[src/rtl/multicycle_sequencer.sv]
// Multi-cycle LEGv8 control sequencer: fetches over a ready handshake, decodes the
// LDUR/STUR/ADD/SUB/AND/ORR/CBZ/B subset from a private IR and steps the datapath controls.
module multicycle_sequencer #(
  parameter int COUNT_W = 16
) (
  input  logic               i_clk,
  input  logic               i_rst,
  input  logic [31:0]        i_instruction,
  input  logic               i_imem_ready,
  input  logic               i_dmem_ready,
  output logic               o_imem_req,
  output logic               o_dmem_req,
  output logic               o_ir_write,
  output logic               o_pc_write,
  output logic               o_reg2loc,
  output logic               o_uncond_branch,
  output logic               o_branch,
  output logic               o_mem_read,
  output logic               o_mem_reg,
  output logic               o_mem_write,
  output logic               o_alu_src,
  output logic               o_reg_write,
  output logic [3:0]         o_alu_op,
  output logic [2:0]         o_state,
  output logic               o_illegal,
  output logic [COUNT_W-1:0] o_instr_count
);

  typedef enum logic [2:0] {
    S_FETCH = 3'd0, S_DECODE = 3'd1, S_EXECUTE = 3'd2,
    S_MEMORY = 3'd3, S_WRITEBACK = 3'd4, S_HALT = 3'd5
  } state_t;

  typedef enum logic [3:0] {
    I_LDUR = 4'd0, I_STUR = 4'd1, I_ADD = 4'd2, I_SUB = 4'd3, I_AND = 4'd4,
    I_ORR = 4'd5, I_CBZ = 4'd6, I_B = 4'd7, I_ILL = 4'd8
  } instr_t;

  function automatic instr_t decode_op(input logic [10:0] opc);
    instr_t op;
    if (opc == 11'b11111000010)      op = I_LDUR;
    else if (opc == 11'b11111000000) op = I_STUR;
    else if (opc == 11'b10001011000) op = I_ADD;
    else if (opc == 11'b11001011000) op = I_SUB;
    else if (opc == 11'b10001010000) op = I_AND;
    else if (opc == 11'b10101010000) op = I_ORR;
    else if (opc[10:3] == 8'b10110100) op = I_CBZ;
    else if (opc[10:5] == 6'b000101)   op = I_B;
    else op = I_ILL;
    return op;
  endfunction

  function automatic logic [3:0] alu_op_of(input instr_t op);
    logic [3:0] f;
    case (op)
      I_LDUR, I_STUR, I_ADD: f = 4'b0010;
      I_SUB:                 f = 4'b0110;
      I_AND:                 f = 4'b0000;
      I_ORR:                 f = 4'b0001;
      I_CBZ:                 f = 4'b0111;
      default:               f = 4'b0000;
    endcase
    return f;
  endfunction

  state_t             r_state;
  state_t             w_next_state;
  logic [31:0]        r_ir;
  logic               r_illegal;
  logic [COUNT_W-1:0] r_count;
  instr_t             w_op;
  logic               w_unused_ir;

  logic w_imem_req, w_dmem_req, w_ir_write, w_pc_write, w_reg2loc, w_uncond, w_branch;
  logic w_mem_read, w_mem_reg, w_mem_write, w_alu_src, w_reg_write, w_set_illegal;
  logic [3:0] w_alu_op;

  assign w_op        = decode_op(r_ir[31:21]);
  assign w_unused_ir = ^r_ir[20:0];

  // State register
  always_ff @(posedge i_clk) begin
    if (i_rst) begin
      r_state <= S_FETCH;
    end else begin
      r_state <= w_next_state;
    end
  end

  // IR, sticky illegal flag and retired-instruction counter
  always_ff @(posedge i_clk) begin
    if (i_rst) begin
      r_ir      <= 32'd0;
      r_illegal <= 1'b0;
      r_count   <= '0;
    end else begin
      if (w_ir_write)    r_ir      <= i_instruction;
      if (w_set_illegal) r_illegal <= 1'b1;
      if (w_pc_write)    r_count   <= r_count + COUNT_W'(1);
    end
  end

  // Next-state and Moore controls; only ir_write, pc_write and the MEMORY exit see ready
  always_comb begin
    w_next_state  = r_state;
    w_imem_req    = 1'b0;
    w_dmem_req    = 1'b0;
    w_ir_write    = 1'b0;
    w_pc_write    = 1'b0;
    w_reg2loc     = 1'b0;
    w_uncond      = 1'b0;
    w_branch      = 1'b0;
    w_mem_read    = 1'b0;
    w_mem_reg     = 1'b0;
    w_mem_write   = 1'b0;
    w_alu_src     = 1'b0;
    w_reg_write   = 1'b0;
    w_set_illegal = 1'b0;
    w_alu_op      = 4'b0000;
    case (r_state)
      S_FETCH: begin
        w_imem_req = 1'b1;
        if (i_imem_ready) begin
          w_ir_write   = 1'b1;
          w_next_state = S_DECODE;
        end else begin
          w_next_state = S_FETCH;
        end
      end
      S_DECODE: begin
        w_reg2loc = (w_op == I_STUR) || (w_op == I_CBZ);
        if (w_op == I_ILL) begin
          w_set_illegal = 1'b1;
          w_next_state  = S_HALT;
        end else begin
          w_next_state = S_EXECUTE;
        end
      end
      S_EXECUTE: begin
        w_reg2loc = (w_op == I_STUR) || (w_op == I_CBZ);
        w_alu_op  = alu_op_of(w_op);
        w_alu_src = (w_op == I_LDUR) || (w_op == I_STUR);
        case (w_op)
          I_LDUR, I_STUR:             w_next_state = S_MEMORY;
          I_ADD, I_SUB, I_AND, I_ORR: w_next_state = S_WRITEBACK;
          I_CBZ: begin
            w_branch     = 1'b1;
            w_pc_write   = 1'b1;
            w_next_state = S_FETCH;
          end
          I_B: begin
            w_uncond     = 1'b1;
            w_pc_write   = 1'b1;
            w_next_state = S_FETCH;
          end
          default: w_next_state = S_HALT;
        endcase
      end
      S_MEMORY: begin
        w_reg2loc   = (w_op == I_STUR);
        w_alu_op    = alu_op_of(w_op);
        w_alu_src   = 1'b1;
        w_dmem_req  = 1'b1;
        w_mem_read  = (w_op == I_LDUR);
        w_mem_write = (w_op == I_STUR);
        if (i_dmem_ready) begin
          if (w_op == I_LDUR) begin
            w_next_state = S_WRITEBACK;
          end else begin
            w_pc_write   = 1'b1;
            w_next_state = S_FETCH;
          end
        end else begin
          w_next_state = S_MEMORY;
        end
      end
      S_WRITEBACK: begin
        w_alu_op     = alu_op_of(w_op);
        w_alu_src    = (w_op == I_LDUR);
        w_reg_write  = 1'b1;
        w_mem_reg    = (w_op == I_LDUR);
        w_pc_write   = 1'b1;
        w_next_state = S_FETCH;
      end
      S_HALT:  w_next_state = S_HALT;
      default: w_next_state = S_FETCH;
    endcase
  end

  // Controls are forced low while reset is held, so a reset mid-access cannot retire it
  assign o_imem_req      = w_imem_req  & ~i_rst;
  assign o_dmem_req      = w_dmem_req  & ~i_rst;
  assign o_ir_write      = w_ir_write  & ~i_rst;
  assign o_pc_write      = w_pc_write  & ~i_rst;
  assign o_reg2loc       = w_reg2loc   & ~i_rst;
  assign o_uncond_branch = w_uncond    & ~i_rst;
  assign o_branch        = w_branch    & ~i_rst;
  assign o_mem_read      = w_mem_read  & ~i_rst;
  assign o_mem_reg       = w_mem_reg   & ~i_rst;
  assign o_mem_write     = w_mem_write & ~i_rst;
  assign o_alu_src       = w_alu_src   & ~i_rst;
  assign o_reg_write     = w_reg_write & ~i_rst;
  assign o_alu_op        = w_alu_op & {4{~i_rst}};
  assign o_illegal       = r_illegal   & ~i_rst;
  assign o_state         = r_state;
  assign o_instr_count   = r_count;

endmodule

[config.mk]
export PLATFORM = sky130hd
export DESIGN_NAME = multicycle_sequencer
export DESIGN_NICKNAME = d
export VERILOG_FILES = /design/src/rtl/multicycle_sequencer.sv
export SDC_FILE = /design/constraint.sdc
export NUM_CORES = 1
export LEC_CHECK = 0
export ABC_AREA = 0
export BUFFER_PORTS_ARGS = -buffer_cell sky130_fd_sc_hd__buf_2
export CORE_ASPECT_RATIO = 0.9
export CORE_MARGIN = 2
export CORE_UTILIZATION = 25
export CTS_CLUSTER_DIAMETER = 30
export DETAILED_ROUTE_END_ITERATION = 7
export GPL_TIMING_DRIVEN = 0
export PLACE_DENSITY = 0.52
export RECOVER_POWER = 100
export SLEW_MARGIN = 20
export SYNTH_ARGS = -nofsm -noshare
export SYNTH_HDL_FRONTEND = slang
export SYNTH_SLANG_ARGS = --single-unit
[constraint.sdc]
create_clock -name i_clk -period 2.3 [get_ports i_clk]
set_clock_uncertainty 0.05 [all_clocks]
set_input_delay 0.46 -clock i_clk [delete_from_list [all_inputs] [get_ports i_clk]]
set_output_delay 0.46 -clock i_clk [all_outputs]
set_load 0.02 [all_outputs]
### Word-level counts from Yosys, hierarchy flattened

Cells that the tools add are included.

* bits in registers: 52
* bits of input ports: 36

* $add $sub $neg: 1
* equality and inequality tests: 21
* multiplexer cells: 36
* bitwise gates (word level): 15
* reduce and logical (&&, ||, !) cells: 10

Operators by type and width (count)
* equality test 11 bit (second input constant): 6
* two-way mux 4 bit: 8
* two-way mux 1 bit: 18
* adder 16 x 1 -> 16 bit (second input constant): 1
* equality test 4 x 3 -> 1 bit (second input constant): 4
* case mux 3 bit (5 select lines): 1
* bitwise AND 1 bit: 13
* two-way mux 3 bit: 4
* case mux 3 bit (4 select lines): 1
* case mux 3 bit (3 select lines): 1
* equality test 4 x 2 -> 1 bit (second input constant): 2
* equality test 8 bit (second input constant): 1
* equality test 3 x 2 -> 1 bit (second input constant): 2
* equality test 3 bit (second input constant): 2
* equality test 6 x 3 -> 1 bit (second input constant): 1
* case mux 1 bit (3 select lines): 2
* OR reduction 2 bit: 3
* OR reduction 3 bit: 2
* bitwise AND 4 bit: 1
* equality test 4 x 1 -> 1 bit (second input constant): 1
* equality test 4 bit (second input constant): 1
* zero test 4 bit: 1
* OR reduction 4 bit: 1
* equality test 3 x 1 -> 1 bit (second input constant): 1
* other kinds (4): 5

### Longest topological paths before layout

Gate-level depths: netlist of run 1.

* depth in word-level cells: 14
* gate-level depth with buffers: 8
* gate-level depth less buffers: 6

### Worst setup path before layout of run 1

No wires, ideal clock.

* kind: flip-flop to output port
* from: reg r_ir[28]
* to: out o_reg2loc
* data arrival time: 2.514 ns
* path slack: -0.724 ns
* stages on the path, launching flop included: 5
* buffers on the path: 0
* path through: dfxtp_1 -> or4bb_4 -> or2_2 -> a21o_1 -> a2111oi_0

* cells in the longest elaborated chain, start to end: 13
* elaborated cells on any way between the ends: 21
* classes of those cells: eq/ne (10); mux (9); bitwise (1); reduce/logical (1)

Ends and longest elaborated chain
* start, declared: line 68 `logic [31:0] r_ir;`
* start signal, assigned: line 97 `if (w_ir_write) r_ir <= i_instruction;`
* equality test 6 x 3 -> 1 bit: line 48 `else if (opc[10:5] == 6'b000101) op = I_B;`
* two-way mux 4 bit: line 48
* two-way mux 4 bit: line 47 `else if (opc[10:3] == 8'b10110100) op = I_CBZ;`
* two-way mux 4 bit: line 46 `else if (opc == 11'b10101010000) op = I_ORR;`
* two-way mux 4 bit: line 45 `else if (opc == 11'b10001010000) op = I_AND;`
* two-way mux 4 bit: line 44 `else if (opc == 11'b11001011000) op = I_SUB;`
* two-way mux 4 bit: line 43 `else if (opc == 11'b10001011000) op = I_ADD;`
* two-way mux 4 bit: line 42 `else if (opc == 11'b11111000000) op = I_STUR;`
* two-way mux 4 bit *: line 41 `if (opc == 11'b11111000010) op = I_LDUR;`
* equality test 4 x 1 -> 1 bit or equality test 4 x 3 -> 1 bit (tied branches): line 131, 140, 160
* logical OR 1 bit: line 131, 140
* case mux 1 bit (2 select lines) *: line 120 `case (r_state)`
* bitwise AND 1 bit *: line 195 `assign o_reg2loc = w_reg2loc & ~i_rst;`
* end, declared: line 15 `output logic o_reg2loc,`

Every way passes the cells marked *; elsewhere a longest branch is shown, timed or not.

### Worst setup path after layout of run 1

* from: reg r_ir[23]
* to: out o_alu_op[0]

* cells in the longest elaborated chain, start to end: 12
* elaborated cells on any way between the ends: 22
* classes of those cells: eq/ne (11); mux (8); bitwise (1); reduce/logical (2)

Ends and longest elaborated chain
* equality test 11 bit: line 46
* two-way mux 4 bit: line 46
* two-way mux 4 bit: line 45
* two-way mux 4 bit: line 44
* two-way mux 4 bit: line 43
* two-way mux 4 bit: line 42
* two-way mux 4 bit *: line 41
* equality test 4 x 1 -> 1 bit, or another cell as far along: line 55 `case (op)`
* OR reduction 3 bit: line 55
* case mux 3 bit (4 select lines) *: line 55
* two-way mux 3 bit *
* bitwise AND 4 bit *: line 203 `assign o_alu_op = w_alu_op & {4{~i_rst}};`
* end, declared: line 23 `output logic [3:0] o_alu_op,`

Marked as above.

==> run_results.csv, run 1 <==
group,metric,value,unit
final_layout,diodes,0,
die,rows,28,
logic_synthesis,ys.flop_type,"dfxtp_1",
outcome,failed_checks,"setup timing",
die,start_util,26.1,%
die,die_y,82.9,um
sta,finalSetupViolCount,11,
logic_synthesis,ys_ff_latch,31,
setup_path,cp-end-kind,"output port",
route,drtIter0Drc,61,
cts,clock-sinks,31,
grt,grt_overflow,0,
min_path,hold_start,"i_instruction[29]",
cts,cts_root_buf,"clkbuf_8",
setup_path,cp.arrival,2.16,ns
grt,grt_usage,14.4,%
die,dieArea,7600,um2
outcome,outcome,"finished with violations",
final_layout,final_area,2440,um2
logic_synthesis,ys_top_cells_by_area,"dfxtp_1 36%, a21oi_1 9.3%, nand2_1 6.9%",
sta,max_slew_margin,57.6,%
place,hpwlAfterDp,3670,um
route,viasPerCell,4.88,
setup_path,r2r_setup_slack,0.03,ns
grt,antenna_found_initial,0,
route,drt-pass1-iter-count,4,
route,drc_errors,0,
cts,ctsHoldBuffers,0,
setup_path,critPathMaxFanout,3,
pwr,p_per_area,501,nW/um2
grt,grt_max_degree,11,
logic_synthesis,synth_top_cell_area_share,35.9,%
setup_path,worst_setup_path_start_kind,"flip-flop",
sta,setup_tns,-2.40,ns
place,place_area,2120,um2
place,place_congestion,0.782,
setup_path,rr_endpoint,"o_instr_count[1]",
cts,cts_buffers,5,
sta,hold_viol_final,0,
final_layout,final_util,36.8,%
sta,fmax,374,MHz
setup_path,worstSetupPathType,"reg -> out",
route,ant_nets,0,
final_layout,final_common_cell,"nand2_1",
logic_synthesis,synth_nets,255,
final_layout,fillers,722,
die,die_w,91.7,um
cts,clk_pin_slew,0.07,ns
cts,cts_buffer_depth,2,
logic_synthesis,yosysWarnings,0,
sta,rsz0062_at_grt,"yes",
pwr,vdd_ir_drop_max,0.176,mV
place,port_buffers,49,
flow_run,maxCapViolations,0,
route,num_vias,1835,
sta,tightest_slew,0.627,ns
min_path,hp-class,"in -> reg",
route,routedWlPerCell,14.0,um
route,wirelength,5280,um
cts,h-tree-depth,2,
logic_synthesis,synthCells,218,
setup_path,critical_path_required,1.79,ns
pwr,leakage,0.846,nW
logic_synthesis,synth.distinct_cells,57,
final_layout,nets,322,
min_path,min_path_cells,3,
grt,grt_first_pass_wirelength,8870,um
min_path,holdPathEnd,"r_ir[29]",
sta,setup_slack,-0.374,ns
cts,clk_latency,0.29,ns
logic_synthesis,yosysSeqAreaShare,35.9,%
logic_synthesis,synth_edf_count,0,
sta,fin_crit_sh,116,%
sta,maxSlewViolCount,0,
logic_synthesis,yosys.area.top_type,"dfxtp_1",
final_layout,drive_gt1_share,32.9,%
logic_synthesis,syn_area,1730,um2
setup_path,r2r_cells,8,
sta,layout_min_cycle_time,2.67,ns
cts,cts_tree,"done",
logic_synthesis,synth_area_per_cell,7.93,um2
die,core-area,6620,um2
logic_synthesis,async_reset_ff_share,0,%
final_layout,area.growth.synth_to_final,41.1,%
setup_path,r2r-start,"r_ir[23]",
grt,grt_pass1_vias,1853,
final_layout,layout_common_cells,"32 x nand2_1, 29 x a21oi_1, 29 x dfxtp_1",
die,io_pins,72,
## logic make-up after synthesis
group,share of synthesized area (%)
AOI/OAI and AO/OA,21.2
xor gates and xnor gates,0.507
adders and majority gates,0.723
buffers and inverters,6.29
DFF,35.9
muxes,1.23
other,0.217
and+or+nand+nor,33.9
## cell usage after synthesis, drive strengths merged (3+ instances only)
library cell  number
nor3               4
buf                7
nor2b              4
or4b               3
or3               13
and2               3
o31ai              3
a21oi             32
a211oi             3
a31oi              3
clkbuf             6
nand2             32
nand4              4
inv                3
dfxtp             31
nand3              6
nor2              14
o21ai             13
## worst max-delay path, stage by stage, from the launching register on
cell,delay (ns)
dfxtp_1,0.32
or4b_4,0.55
nand2b_1,0.21
or4b_4,0.51
a21oi_4,0.13
buf_4,0.15
## through the flow
step                      hold WS (ns)  setup WS [ns]  total power, W  std cells
after floorplan                  0.387        -0.0676        0.000719        218
final                            0.351         -0.374         0.00122        376
after CTS                        0.349         -0.406         0.00123        375
after detailed placement         0.404         -0.391        0.000779        357
after global routing             0.361         -0.442         0.00128        376
after global placement           0.399         -0.383        0.000778        357
## metal layers
layer	track usage [%]	up-vias	wire [um]
met2	22.5	50	2450
li1	-	923	-
met3	2.63	8	248
met1	19.3	854	2480
met5	0	-	0
met4	6.34	0	98
## how the worst max path moves through the flow
stage,start,to
6_report,r_ir[23],o_alu_op[0]
5_1_grt,r_ir[23],o_reg2loc
4_1_cts,r_ir[23],o_pc_write
3_5_place_dp,r_ir[26],o_reg2loc
3_3_place_gp,r_ir[26],o_reg2loc
2_1_floorplan,r_ir[28],o_reg2loc
## layout make-up
type                            count  area, um2  share of cell area [%]
Multi-Input combinational cell    170       1150                    47.0
Clock buffer                        6       72.6                    2.97
Sequential cell                    31        626                    25.6
Tap cell                           90        113                    4.62
Inverter                            3       11.3                   0.462
Clock inverter                      2       12.5                   0.513
Timing Repair Buffer               60        360                    14.8
Buffer                             14       98.8                    4.05
## flip-flops by register name (all words and copies together), names as in the netlist
register       cells
o_state            3
o_instr_count     16
r_illegal          1
r_ir              11
## power by group
| group | total (W) | leakage (nW) | switching, W | internal, W |
|---|---|---|---|---|
| clock network | 0.000432 | 0.0412 | 0.000220 | 0.000211 |
| logic | 0.000212 | 0.552 | 0.000127 | 0.0000847 |
| registers | 0.000578 | 0.253 | 0.0000184 | 0.000559 |
| total | 0.00122 | 0.846 | 0.000366 | 0.000855 |
## what timing repair did
item,4_1_cts,5_1_grt
setup buffers,10,1
hold endpoints to repair,0,0
setup endpoints to repair,12,28
pin swaps,8,4
resized for setup,37,11
(Power assumes the default switching activity.)
==> inputs of run 2 (changes only) <==
--- a/config.mk
+++ b/config.mk
@@ -8,10 +8,11 @@
 export ABC_AREA = 0
 export BUFFER_PORTS_ARGS = -buffer_cell sky130_fd_sc_hd__buf_2
 export CORE_ASPECT_RATIO = 0.9
-export CORE_MARGIN = 2
 export CORE_UTILIZATION = 25
+export CTS_BUF_LIST = sky130_fd_sc_hd__clkbuf_4
 export CTS_CLUSTER_DIAMETER = 30
 export DETAILED_ROUTE_END_ITERATION = 7
+export GPL_ROUTABILITY_DRIVEN = 0
 export GPL_TIMING_DRIVEN = 0
 export PLACE_DENSITY = 0.52
 export RECOVER_POWER = 100
==> run_results.csv, run 2 (synthesized netlist as in run 1, its figures left out) <==
group,metric,value,unit
pwr,p_per_area,501,nW/um2
route,wirelength,5000,um
grt,grt_first_pass_wirelength,8070,um
die,dieArea,7250,um2
die,io_pins,72,
place,port_buffers,49,
setup_path,cp.arrival,2.22,ns
setup_path,worstSetupPathType,"reg -> out",
final_layout,final_common_cell,"nand2_1",
sta,hold_viol_final,0,
cts,clk_latency,0.34,ns
sta,max_slew_margin,58.7,%
route,drc_errors,0,
place,hpwlAfterDp,3630,um
setup_path,cp-end-kind,"output port",
route,routedWlPerCell,13.3,um
route,drt-pass1-iter-count,6,
setup_path,critPathMaxFanout,3,
final_layout,final_util,36.5,%
setup_path,critical_path_required,1.79,ns
final_layout,drive_gt1_share,33.1,%
final_layout,area.growth.synth_to_final,39.7,%
cts,cts_buffers,5,
outcome,outcome,"finished with violations",
die,start_util,26.1,%
cts,ctsHoldBuffers,0,
flow_run,maxCapViolations,0,
final_layout,fillers,716,
final_layout,largest_register_ffs,16,
grt,grt_pass1_vias,1768,
setup_path,worst_setup_path_start_kind,"flip-flop",
final_layout,diodes,0,
final_layout,layout_common_cells,"32 x nand2_1, 30 x a21oi_1, 28 x dfxtp_1",
grt,grt_overflow,0,
die,rows,28,
cts,h-tree-depth,2,
sta,setup_slack,-0.434,ns
sta,maxSlewViolCount,0,
grt,grt_max_degree,11,
cts,clk_pin_slew,0.10,ns
outcome,failed_checks,"setup timing",
route,drtIter0Drc,53,
pwr,leakage,0.857,nW
sta,fin_crit_sh,119,%
pwr,total_power,0.00121,W
die,die_y,80.9,um
sta,rsz0062_at_grt,"yes",
die,core-area,6620,um2
pwr,vdd_ir_drop_max,0.274,mV
sta,layout_min_cycle_time,2.73,ns
cts,cts_root_buf,"clkbuf_4",
grt,grt_usage,14.5,%
cts,cts_tree,"done",
min_path,hp-class,"in -> reg",
grt,antenna_found_initial,0,
route,ant_nets,0,
sta,finalSetupViolCount,13,
sta,tightest_slew,0.610,ns
route,viasPerCell,4.87,
sta,fmax,366,MHz
final_layout,nets,323,
cts,clock-sinks,31,
route,num_vias,1837,
cts,cts_buffer_depth,2,
die,die_w,89.7,um
[run 2: cell count changes in the layout (fill, tap and decap cells not counted), sizes merged]
cell,before,now
clkinv,1,2
bufinv,0,1
clkinvlp,1,0
buf,46,47
clkbuf,33,32
[run 2: final cells by class]
class                      instances  area (um2)  area share [%]
inverter                           3        11.3           0.466
timing repair buffer              61         368            15.2
clock inverter                     3        38.8            1.61
multi-input combinational        170        1120            46.2
tap                               90         113            4.66
clock buffer                       5        37.5            1.55
sequential                        31         627            25.9
buffer                            14         105            4.35
[run 2: critical path, stage by stage, from the launching register on]
cell and delay [ns]:
dfxtp_2 0.33, or4b_4 0.54, o311a_1 0.34, a211oi_2 0.26
buf_6 0.15, buf_8 0.09, nor2_2 0.03, buf_6 0.14
[run 2: per-stage QoR]
stage | hold WS [ns] | TNS [ns] | area, um2 | setup WS, ns | std cells
finish | 0.295 | -3.03 | 2420 | -0.434 | 377
global route | 0.279 | -5.35 | 2420 | -0.512 | 377
CTS | 0.287 | -3.18 | 2410 | -0.478 | 375
detailed placement | 0.399 | -0.784 | 2120 | -0.335 | 357
floorplan | 0.387 | -0.0676 | 1770 | -0.0676 | 218
global placement | 0.398 | -0.827 | 2120 | -0.363 | 357
[run 2: timing repair]
| item | CTS | global route |
|---|---|---|
| gates resized for setup | 38 | 7 |
| setup buffers | 10 | 2 |
| pin swaps | 8 | 8 |
| cloned | 0 | 0 |
| endpoints found under the setup margin | 15 | 27 |
[run 2: path summary, 6_finish.rpt]
kind / slack, ns / to / startpoint / depth (start not counted)
min reg2reg: 0.41 / r_ir[23] / r_ir[23] / 2
min: 0.29 / r_ir[27] / i_instruction[27] / 3
max reg2reg: -0.02 / o_instr_count[13] / o_state[1] / 6
max: -0.43 / o_pc_write / r_ir[23] / 7
[run 2: layer usage]
layer  global-route usage (%)  wire (um)  up-vias
li1                         -          -      927
met1                     18.9       2360      851
met2                     22.2       2240       49
met3                     4.17        271       10
met4                     6.67        126        0
met5                        0          0        -
[run 2: power breakdown]
part	internal [W]	switching [W]	leakage, nW
Sequential	0.000559	0.0000171	0.254
Combinational	0.0000860	0.000124	0.561
Clock	0.000223	0.000202	0.0426
Total	0.000869	0.000343	0.857
==> inputs of run 3 (changes only) <==
--- a/config.mk
+++ b/config.mk
@@ -7,14 +7,16 @@
 export LEC_CHECK = 0
 export ABC_AREA = 0
 export BUFFER_PORTS_ARGS = -buffer_cell sky130_fd_sc_hd__buf_2
+export CELL_PAD_IN_SITES_DETAIL_PLACEMENT = 1
+export CELL_PAD_IN_SITES_GLOBAL_PLACEMENT = 1
 export CORE_ASPECT_RATIO = 0.9
-export CORE_UTILIZATION = 25
+export CORE_UTILIZATION = 31
 export CTS_BUF_LIST = sky130_fd_sc_hd__clkbuf_4
 export CTS_CLUSTER_DIAMETER = 30
 export DETAILED_ROUTE_END_ITERATION = 7
 export GPL_ROUTABILITY_DRIVEN = 0
 export GPL_TIMING_DRIVEN = 0
-export PLACE_DENSITY = 0.52
+export PLACE_DENSITY = 0.8
 export RECOVER_POWER = 100
 export SLEW_MARGIN = 20
 export SYNTH_ARGS = -nofsm -noshare
==> constraint.sdc (replaced) <==
create_clock -name i_clk -period 2.3 [get_ports i_clk]
set_clock_uncertainty 0.05 [all_clocks]
set_input_delay 0.23 -clock i_clk [delete_from_list [all_inputs] [get_ports i_clk]]
set_output_delay 0.23 -clock i_clk [all_outputs]
set_load 0.02 [all_outputs]
==> run_results.csv, run 3 (synthesized netlist as in run 1, its figures left out) <==
group,metric,value,unit
grt,grt_max_degree,11,
final_layout,drive_gt1_share,31.9,%
flow_run,maxCapViolations,0,
cts,cts_tree,"done",
final_layout,final_common_cell,"nand2_1",
die,rows,25,
die,start_util,32.5,%
pwr,total_power,0.00112,W
die,die_w,80.7,um
sta,hold_viol_final,0,
route,num_vias,1820,
route,drc_errors,0,
setup_path,worst_setup_path_start_kind,"flip-flop",
final_layout,area.growth.synth_to_final,32.1,%
cts,clk_latency,0.34,ns
cts,cts_root_buf,"clkbuf_4",
pwr,seqPwrFrac,51.8,%
place,place_ws,-0.0582,ns
route,routedWlPerCell,15.1,um
setup_path,critPathMaxFanout,4,
grt,antenna_found_initial,0,
die,core-area,5320,um2
sta,tightest_slew,0.737,ns
die,dieArea,5880,um2
cts,cts_buffers,5,
cts,clk_pin_slew,0.10,ns
cts,cts_buffer_depth,2,
route,wirelength,5270,um
pwr,pwr-share-clk,30.0,%
cts,h-tree-depth,2,
sta,hold_slack,0.0642,ns
grt,grt_first_pass_wirelength,8580,um
final_layout,nets,318,
cts,clock-sinks,31,
cts,ctsHoldBuffers,0,
grt,grt_overflow,0,
setup_path,cp.arrival,2.16,ns
grt,grt_usage,18.9,%
setup_path,critical_path_required,2.02,ns
final_layout,final_util,42.9,%
setup_path,worstSetupPathType,"reg -> out",
final_layout,largest_register_ffs,16,
route,drtIter0Drc,92,
sta,setup_slack,-0.140,ns
sta,fmax,410,MHz
route,viasPerCell,5.21,
route,ant_nets,0,
pwr,combPwrFrac,18.2,%
sta,max_slew_margin,50.1,%
sta,maxSlewViolCount,0,
final_layout,layout_common_cells,"32 x nand2_1, 27 x a21oi_1, 27 x dfxtp_1",
outcome,failed_checks,"setup timing",
min_path,hp-class,"in -> reg",
sta,layout_min_cycle_time,2.44,ns
place,port_buffers,49,
sta,finalSetupViolCount,5,
sta,setup_tns,-0.580,ns
outcome,outcome,"finished with violations",
sta,rsz0062_at_grt,"yes",
pwr,p_switching,0.000345,W
pwr,internal-power,0.000770,W
die,die_y,72.9,um
pwr,p_per_area,488,nW/um2
pwr,swShare,31.0,%
route,drt-pass1-iter-count,4,
pwr,vdd_ir_drop_max,0.197,mV
grt,grt_pass1_vias,1769,
die,io_pins,72,
place,hpwlAfterDp,3660,um
final_layout,diodes,0,
pwr,leakage,0.810,nW
sta,fin_crit_sh,106,%
setup_path,cp-end-kind,"output port",
run 3: cell types whose count changed in the layout (fill, tap and decap cells not counted), sizes merged:
cell / change
clkinv: -1
buf: -6
clkbuf: +2
bufinv: -1
clkinvlp: +1
run 3: worst paths after layout:
check	slack (ns)	from	cells after the start	endpoint
max reg2reg	0.01	r_ir[30]	9	o_instr_count[3]
min reg2reg	0.41	r_ir[23]	2	r_ir[23]
max	-0.14	r_ir[23]	5	o_alu_op[0]
min	0.06	i_instruction[30]	3	r_ir[30]
run 3: layout make-up:
cell class,count,area (um2)
plain buffers,13,88.8
clock buffers,6,45.0
clock inverters,2,12.5
fillers,688,3030
inverters,3,11.3
multi-input cells,170,1100
flip-flops and latches,31,628
well taps,67,83.8
repair buffers,57,314
run 3: critical path: stages (launching register included):
cell and delay [ns]:
dfxtp_2 0.33, or4b_4 0.57, nand2b_4 0.17, or4b_4 0.48, a21oi_2 0.12, buf_4 0.15
run 3: per-stage QoR:
step	instance area (um2)	cells
2_1_floorplan	1740	218
5_1_grt	2280	349
4_1_cts	2240	349
3_3_place_gp	2060	334
3_5_place_dp	2060	334
6_report	2280	349
run 3: repair_timing:
item | in CTS | in global routing
pin swaps | 9 | 3
resized for setup | 21 | 17
setup endpoints to repair | 10 | 24
buffers inserted | 8 | 0
run 3: layer usage:
layer	GRT usage [%]	routed length (um)	up-vias	part of all wire, %
met2	29.5	2450	37	46
met5	0	0	-	0
met1	26.4	2550	865	48
met3	3.00	184	7	3.5
met4	6.75	83	0	1.6
li1	-	-	911	-
run 3: power by group through the flow:
stage                     Sequential, W  Combinational [W]  Clock [W]
final                          0.000578           0.000203   0.000334
after global placement         0.000589           0.000182          0
after detailed placement       0.000590           0.000185          0
after CTS                      0.000576           0.000199   0.000348
after floorplan                0.000593           0.000124          0
after global routing           0.000583           0.000224   0.000373
